### src/rtl/ctrl_pipe_chain.sv
// rtl/ctrl_pipe_chain.sv - ID/EX, EX/MEM, MEM/WB control-word pipeline with bubble insertion.
// Optional internal load-use detection when CTRL_PIPE_LOADUSE_EN is defined.
module ctrl_pipe_chain (
    input  logic       clk,
    input  logic       rst,
    input  logic       id_valid,
    input  logic       id_illegal,
    input  logic       id_reg_dst,
    input  logic       id_alu_src,
    input  logic       id_memto_reg,
    input  logic       id_reg_write,
    input  logic       id_mem_read,
    input  logic       id_mem_write,
    input  logic       id_branch,
    input  logic       id_jump,
    input  logic [1:0] id_alu_op,
    input  logic [4:0] id_rs,
    input  logic [4:0] id_rt,
    input  logic       stall_in,
    input  logic       flush,
    output logic       stall_out,
    output logic       ex_valid,
    output logic       ex_reg_dst,
    output logic       ex_alu_src,
    output logic [1:0] ex_alu_op,
    output logic [4:0] ex_rt,
    output logic       mem_valid,
    output logic       mem_read,
    output logic       mem_write,
    output logic       mem_branch,
    output logic       mem_jump,
    output logic       wb_valid,
    output logic       wb_reg_write,
    output logic       wb_memto_reg,
    output logic       illegal_seen
);

    // EX-stage bits that are not visible at EX but travel on to MEM/WB
    logic ex_memto_reg, ex_reg_write, ex_mem_read, ex_mem_write, ex_branch, ex_jump;
    logic mem_reg_write, mem_memto_reg;
    logic load_use;
    logic ex_load;

`ifdef CTRL_PIPE_LOADUSE_EN
    assign load_use = id_valid & ex_valid & ex_mem_read & (ex_rt != 5'd0) &
                      ((ex_rt == id_rs) | (ex_rt == id_rt));
`else
    logic unused_rs;
    assign unused_rs = ^id_rs;
    assign load_use  = 1'b0;
`endif

    assign stall_out = ~flush & (stall_in | load_use);
    assign ex_load   = ~flush & ~stall_out & id_valid & ~id_illegal;

    always_ff @(posedge clk or posedge rst) begin
        if (rst) begin
            ex_valid      <= 1'b0;
            ex_reg_dst    <= 1'b0;
            ex_alu_src    <= 1'b0;
            ex_alu_op     <= 2'b00;
            ex_rt         <= 5'd0;
            ex_memto_reg  <= 1'b0;
            ex_reg_write  <= 1'b0;
            ex_mem_read   <= 1'b0;
            ex_mem_write  <= 1'b0;
            ex_branch     <= 1'b0;
            ex_jump       <= 1'b0;
            mem_valid     <= 1'b0;
            mem_read      <= 1'b0;
            mem_write     <= 1'b0;
            mem_branch    <= 1'b0;
            mem_jump      <= 1'b0;
            mem_reg_write <= 1'b0;
            mem_memto_reg <= 1'b0;
            wb_valid      <= 1'b0;
            wb_reg_write  <= 1'b0;
            wb_memto_reg  <= 1'b0;
            illegal_seen  <= 1'b0;
        end else begin
            // Bubbles load literal zeros so X control bits never reach a stage
            if (ex_load) begin
                ex_valid     <= 1'b1;
                ex_reg_dst   <= id_reg_dst;
                ex_alu_src   <= id_alu_src;
                ex_alu_op    <= id_alu_op;
                ex_rt        <= id_rt;
                ex_memto_reg <= id_memto_reg;
                ex_reg_write <= id_reg_write;
                ex_mem_read  <= id_mem_read;
                ex_mem_write <= id_mem_write;
                ex_branch    <= id_branch;
                ex_jump      <= id_jump;
            end else begin
                ex_valid     <= 1'b0;
                ex_reg_dst   <= 1'b0;
                ex_alu_src   <= 1'b0;
                ex_alu_op    <= 2'b00;
                ex_rt        <= 5'd0;
                ex_memto_reg <= 1'b0;
                ex_reg_write <= 1'b0;
                ex_mem_read  <= 1'b0;
                ex_mem_write <= 1'b0;
                ex_branch    <= 1'b0;
                ex_jump      <= 1'b0;
            end

            if (flush) begin
                mem_valid     <= 1'b0;
                mem_read      <= 1'b0;
                mem_write     <= 1'b0;
                mem_branch    <= 1'b0;
                mem_jump      <= 1'b0;
                mem_reg_write <= 1'b0;
                mem_memto_reg <= 1'b0;
            end else begin
                mem_valid     <= ex_valid;
                mem_read      <= ex_mem_read;
                mem_write     <= ex_mem_write;
                mem_branch    <= ex_branch;
                mem_jump      <= ex_jump;
                mem_reg_write <= ex_reg_write;
                mem_memto_reg <= ex_memto_reg;
            end

            // The resolving branch in MEM retires even when it flushes younger stages
            wb_valid     <= mem_valid;
            wb_reg_write <= mem_reg_write;
            wb_memto_reg <= mem_memto_reg;

            if (id_valid & id_illegal & ~flush)
                illegal_seen <= 1'b1;
        end
    end

endmodule

### config.mk
export PLATFORM = sky130hd
export DESIGN_NAME = ctrl_pipe_chain
export DESIGN_NICKNAME = d
export VERILOG_FILES = /design/src/rtl/ctrl_pipe_chain.sv
export SDC_FILE = /design/constraint.sdc
export NUM_CORES = 1
export LEC_CHECK = 0
export ABC_AREA = 1
export CAP_MARGIN = 20
export CORE_UTILIZATION = 25
export CTS_CLUSTER_SIZE = 16
export DETAILED_ROUTE_END_ITERATION = 10
export GPL_TIMING_DRIVEN = 0
export PLACE_DENSITY_LB_ADDON = 0.25
export SYNTH_ARGS = -nofsm -noshare
export SYNTH_HDL_FRONTEND = slang
export SYNTH_SLANG_ARGS = --single-unit
### constraint.sdc
create_clock -name clk -period 1.7 [get_ports clk]
set_input_delay 0.255 -clock clk [delete_from_list [all_inputs] [get_ports clk]]
set_output_delay 0.255 -clock clk [all_outputs]
set_load 0.05 [all_outputs]
# ---- Yosys cells after proc, flatten, opt, wreduce, memory -nomap -nowiden
# Index checks and enable logic that the tools add are counted.
# Widths: inputs -> output; s select.
dict set report word_totals {
  register_bits 27
  in_bits 26
}
dict set report op_classes {
  n_mux 18
  n_bitwise 9
}
# cell count
set op_table {}
lappend op_table {{$mux 1} 16}
lappend op_table {{$and 1x1->1} 6}
lappend op_table {{$mux 5} 1}
lappend op_table {{$not 1->1} 3}
lappend op_table {{$mux 2} 1}

# ---- Depth between registers and ports, before layout
dict set report depth {
  word_depth 7
  ltp_mapped 5
  depth_no_buf 4
}

# ---- Worst setup path after synthesis
# Ideal clock, no wire load.
dict set report synth_path {
  kind {input-to-output}
  from {in flush}
  to {out stall_out}
  setup_slack_ns 0.408
  n_path_buf 1
  required_ns 1.445
  arrival_ns 1.037
  path_stages 2
  cell_sequence {buf_6 > nor2_1}
}
dict set report synth_between {
  elab_chain_len 2
}
# element line
set synth_lines {}
lappend synth_lines {{start, declared} 20} ;# input logic flush,
lappend synth_lines {{$not 1->1} 53} ;# assign stall_out = ~flush & (stall_in | load_use);
lappend synth_lines {{$and 1x1->1} 53}
lappend synth_lines {{end, declared} 21} ;# output logic stall_out,
# Every way passes these cells.

# ---- Worst setup path in the final report
dict set report layout_path {
  from {reg ex_alu_op[1]}
  to {out ex_alu_op[1]}
}
# element line
set layout_rtl {}
lappend layout_rtl {{start, declared} 25} ;# output logic [1:0] ex_alu_op,
lappend layout_rtl {{start signal, assigned} 86} ;# ex_alu_op <= id_alu_op;
# No word-level cell between the ends.

==> summary.txt <==
Setup path
  – Worst-path cell with the longest stage delay: clkdlybuf4s50_1
  – Slowest cell delay on critical path: between 0.7 and 0.8 ns
  – CP Launch Type: flop
  – Crit path max-delay family: buffers and inverters
  – CP Data Required Time: between 1 and 1.5 ns
  – CP max FO: 1
  – Worst Path Class, Setup: reg2out
  – Crit path buffers/inverters: 1
  – Crit path DAT: ~1.4 ns
  – Crit. End Element: output pin
  – Critical Path, Cell by Cell: clkdlybuf4s50_1

Synthesis
  – Synth Area in Adders: 0%
  – Syn Nets: 110
  – Top area cells in the synthesized netlist: dfrtp_1 71%, inv_1 11%, nor2_1 5.9%
  – Compound-Gate Fraction of Synth Area: 0%
  – Post-synth top area cell: dfrtp_1
  – Post-synthesis sequential area ratio: a little under three quarters
  – Post-synthesis register bit count: 27
  – Yosys cell types: 8
  – XOR/XNOR Fraction of Synth Area: 0%
  – Simple-gate share of the synthesized area: 15.6%
  – Post-synth top area share: between 70% and 80%
  – Synth warn: 0
  – Mux contribution to synthesized area: 0%
  – Mapped cell area: 947 sq um
  – Main combinational cell family by area after synthesis: simple AND/OR/NAND/NOR gates
  – Avg Inst Size Synth: approximately 11 sq um
  – Post-Syn Instances: 84

Power and ir drop
  – Power share of the clock group: 31.3%
  – Comb pwr share: roughly an eighth
  – Maximum vdd drop: 0.000293 V
  – Leak: slightly above 0.0008 uW
  – Sw Ratio: between 20% and 30%
  – Internal power: a little under 900 uW
  – Switching pwr: roughly 260 uW
  – Power share of the sequential group: between 50% and 60%
  – Power Dens Cells: a little under 800 nW/um^2

Die
  – Starting Density: approximately 27%
  – Cell Rows: 21
  – Ports: 46
  – Core box area: ~3500 sq um
  – Die W: around 64 um
  – Die ar.: ~4000 sq um
  – Die Y: 63.6 um

STA
  – Max-slew violations: 0
  – Final Setup Violations: 0
  – Minimum clock period after layout: approximately 1.7 ns
  – Clock Skews: 0.000644 ns
  – Setup_tns: 0 ns
  – Final hold violations: 0
  – Worst Tran Pin Value: 0.506 ns
  – Fin crit share: between 90% and 100%
  – Worst slew margin: 66.2%
  – Final worst slack: approximately 0.039 ns
  – FMAX: ~600 MHz
  – RSZ-0062 raised after global routing: false

Hold path
  – Hold Path Class: in2reg

Place
  – GPL Wtd Cong: about 0.64
  – Post-place instance area: 1400 sq um
  – Worst slack, placed: -0.255 ns
  – Post-DP HPWL: 1210 um
  – Placed Cells: 169
  – Port Buffer Count: 39

Global route
  – Number of global-route vias before repair: around 650
  – GRT overflow: 0
  – Largest net degree at the start of global routing: 28
  – First-pass GRT wire length: ~2800 um
  – GRT Total Usage: a little under a tenth
  – Initial antenna violation count: 0

Clocking
  – Inserted Clock Buffers: 3
  – Htree depth: 1
  – CTS tree: done
  – Clock Tree Buf Depth: 2
  – Worst-Skew Late Latency: 0.26 ns
  – CTS sink cnt: 27
  – Reg clk slew, reported paths: about 0.090 ns
  – Root Buffer: clkbuf_8

Final layout
  – Nets: around 160
  – Fraction of layout cells with a size suffix above 1: approximately 15%
  – Biggest regs: ex_rt: 5 flops, ex_alu_op: 2 flops
  – Final Non-Filler Cells: approximately 170
  – Final core occ: a little over two fifths
  – Area Overhead vs Synth: 55.2%
  – Most flops, register: ex_rt
  – Design Area, Final: approximately 1500 sq um
  – Max FFs per register: 5
  – Layout filler cell count: between 300 and 400
  – Multi-input combinational cell area: about 150 sq um
  – Seq. cell area: slightly below 700 sq um
  – Antenna cell count: 0

Route
  – Total number of vias: 644
  – Via density per instance: around 3.7
  – First-pass detailed-route iteration total: 2
  – Post-route ant nets: 0
  – Number of remaining DRC errors: 0
  – WL/cell: around 9.3 um
  – Initial DRC Count: 7
  – Total wire length: ~1600 um

Flow run
  – Maxcap violations: 0

Status
  – Status: finished, final reports clean
## cell usage after synthesis (all sizes together)
master and n:
buf 2, dfrtp 27, inv 27, nand2 3
nor2 25
## metal layers
layer | GRT usage, % | share of wire, % | vias to the layer above
li1 | - | - | 310
met1 | 8.82 | 35 | 310
met2 | 17.2 | 55 | 20
met4 | 6.82 | 2.4 | 0
met3 | 2.90 | 7.6 | 4
met5 | 0 | 0 | -
## layout by cell type (no fill, tap or decap)
| cell | n |
|---|---|
| dlygate4sd2_1 | 3 |
| buf_6 | 2 |
| nand2_4 | 1 |
| nand2_1 | 2 |
| dlymetal6s2s_1 | 3 |
| inv_1 | 27 |
| clkdlybuf4s50_1 | 32 |
| nor2_1 | 15 |
| nor2_2 | 8 |
| nor2_4 | 2 |
| clkbuf_2 | 1 |
| buf_16 | 1 |
| dfrtp_1 | 27 |
| clkinvlp_4 | 1 |
| clkbuf_8 | 3 |
## power groups by stage
stage	logic (uW)	registers, uW	clock network (uW)
6_report	135	653	359
5_1_grt	147	654	395
4_1_cts	131	653	370
3_5_place_dp	132	666	0
3_3_place_gp	130	666	0
2_1_floorplan	43.1	688	0
## cells by family after synthesis
family                 after synthesis
DFF                                 27
buffers and inverters               29
and+or+nand+nor                     28
## final timing paths
kind / from / to / slack [ns] / cells past startpoint
setup / recovery: ex_alu_op[1] / ex_alu_op[1] / 0.04 / 1
hold / removal: flush / mem_valid / 0.17 / 2
setup reg to reg: illegal_seen / illegal_seen / 1.12 / 2
hold reg to reg: mem_memto_reg / wb_memto_reg / 0.36 / 0
max in group asynchronous: rst / ex_rt[0] / 1.01 / 3
min in group asynchronous: rst / wb_valid / 0.26 / 2
## cell type report
type | instances | area share, %
flip-flops and latches | 27 | 46.0
well taps | 46 | 3.91
clock inverters | 1 | 0.511
clock buffers | 3 | 2.81
plain buffers | 2 | 1.53
repair buffers | 40 | 28.3
multi-input cells | 28 | 10.0
inverters | 27 | 6.89
## timing repair
item                                    CTS  global route
hold endpoints to repair                  0             0
gates resized for setup                   4             5
setup buffers                             0             0
endpoints found under the setup margin    4             4
pin swaps                                 0             0
hold buffers                              0             0
## per-stage QoR
stage,power [uW],hold WS [ns]
after floorplan,731,0.308
after global placement,796,0.334
after detailed placement,798,0.341
after CTS,1150,0.171
after global routing,1200,0.165
final,1150,0.172
Note: power is estimated with default switching activity, not from simulation.
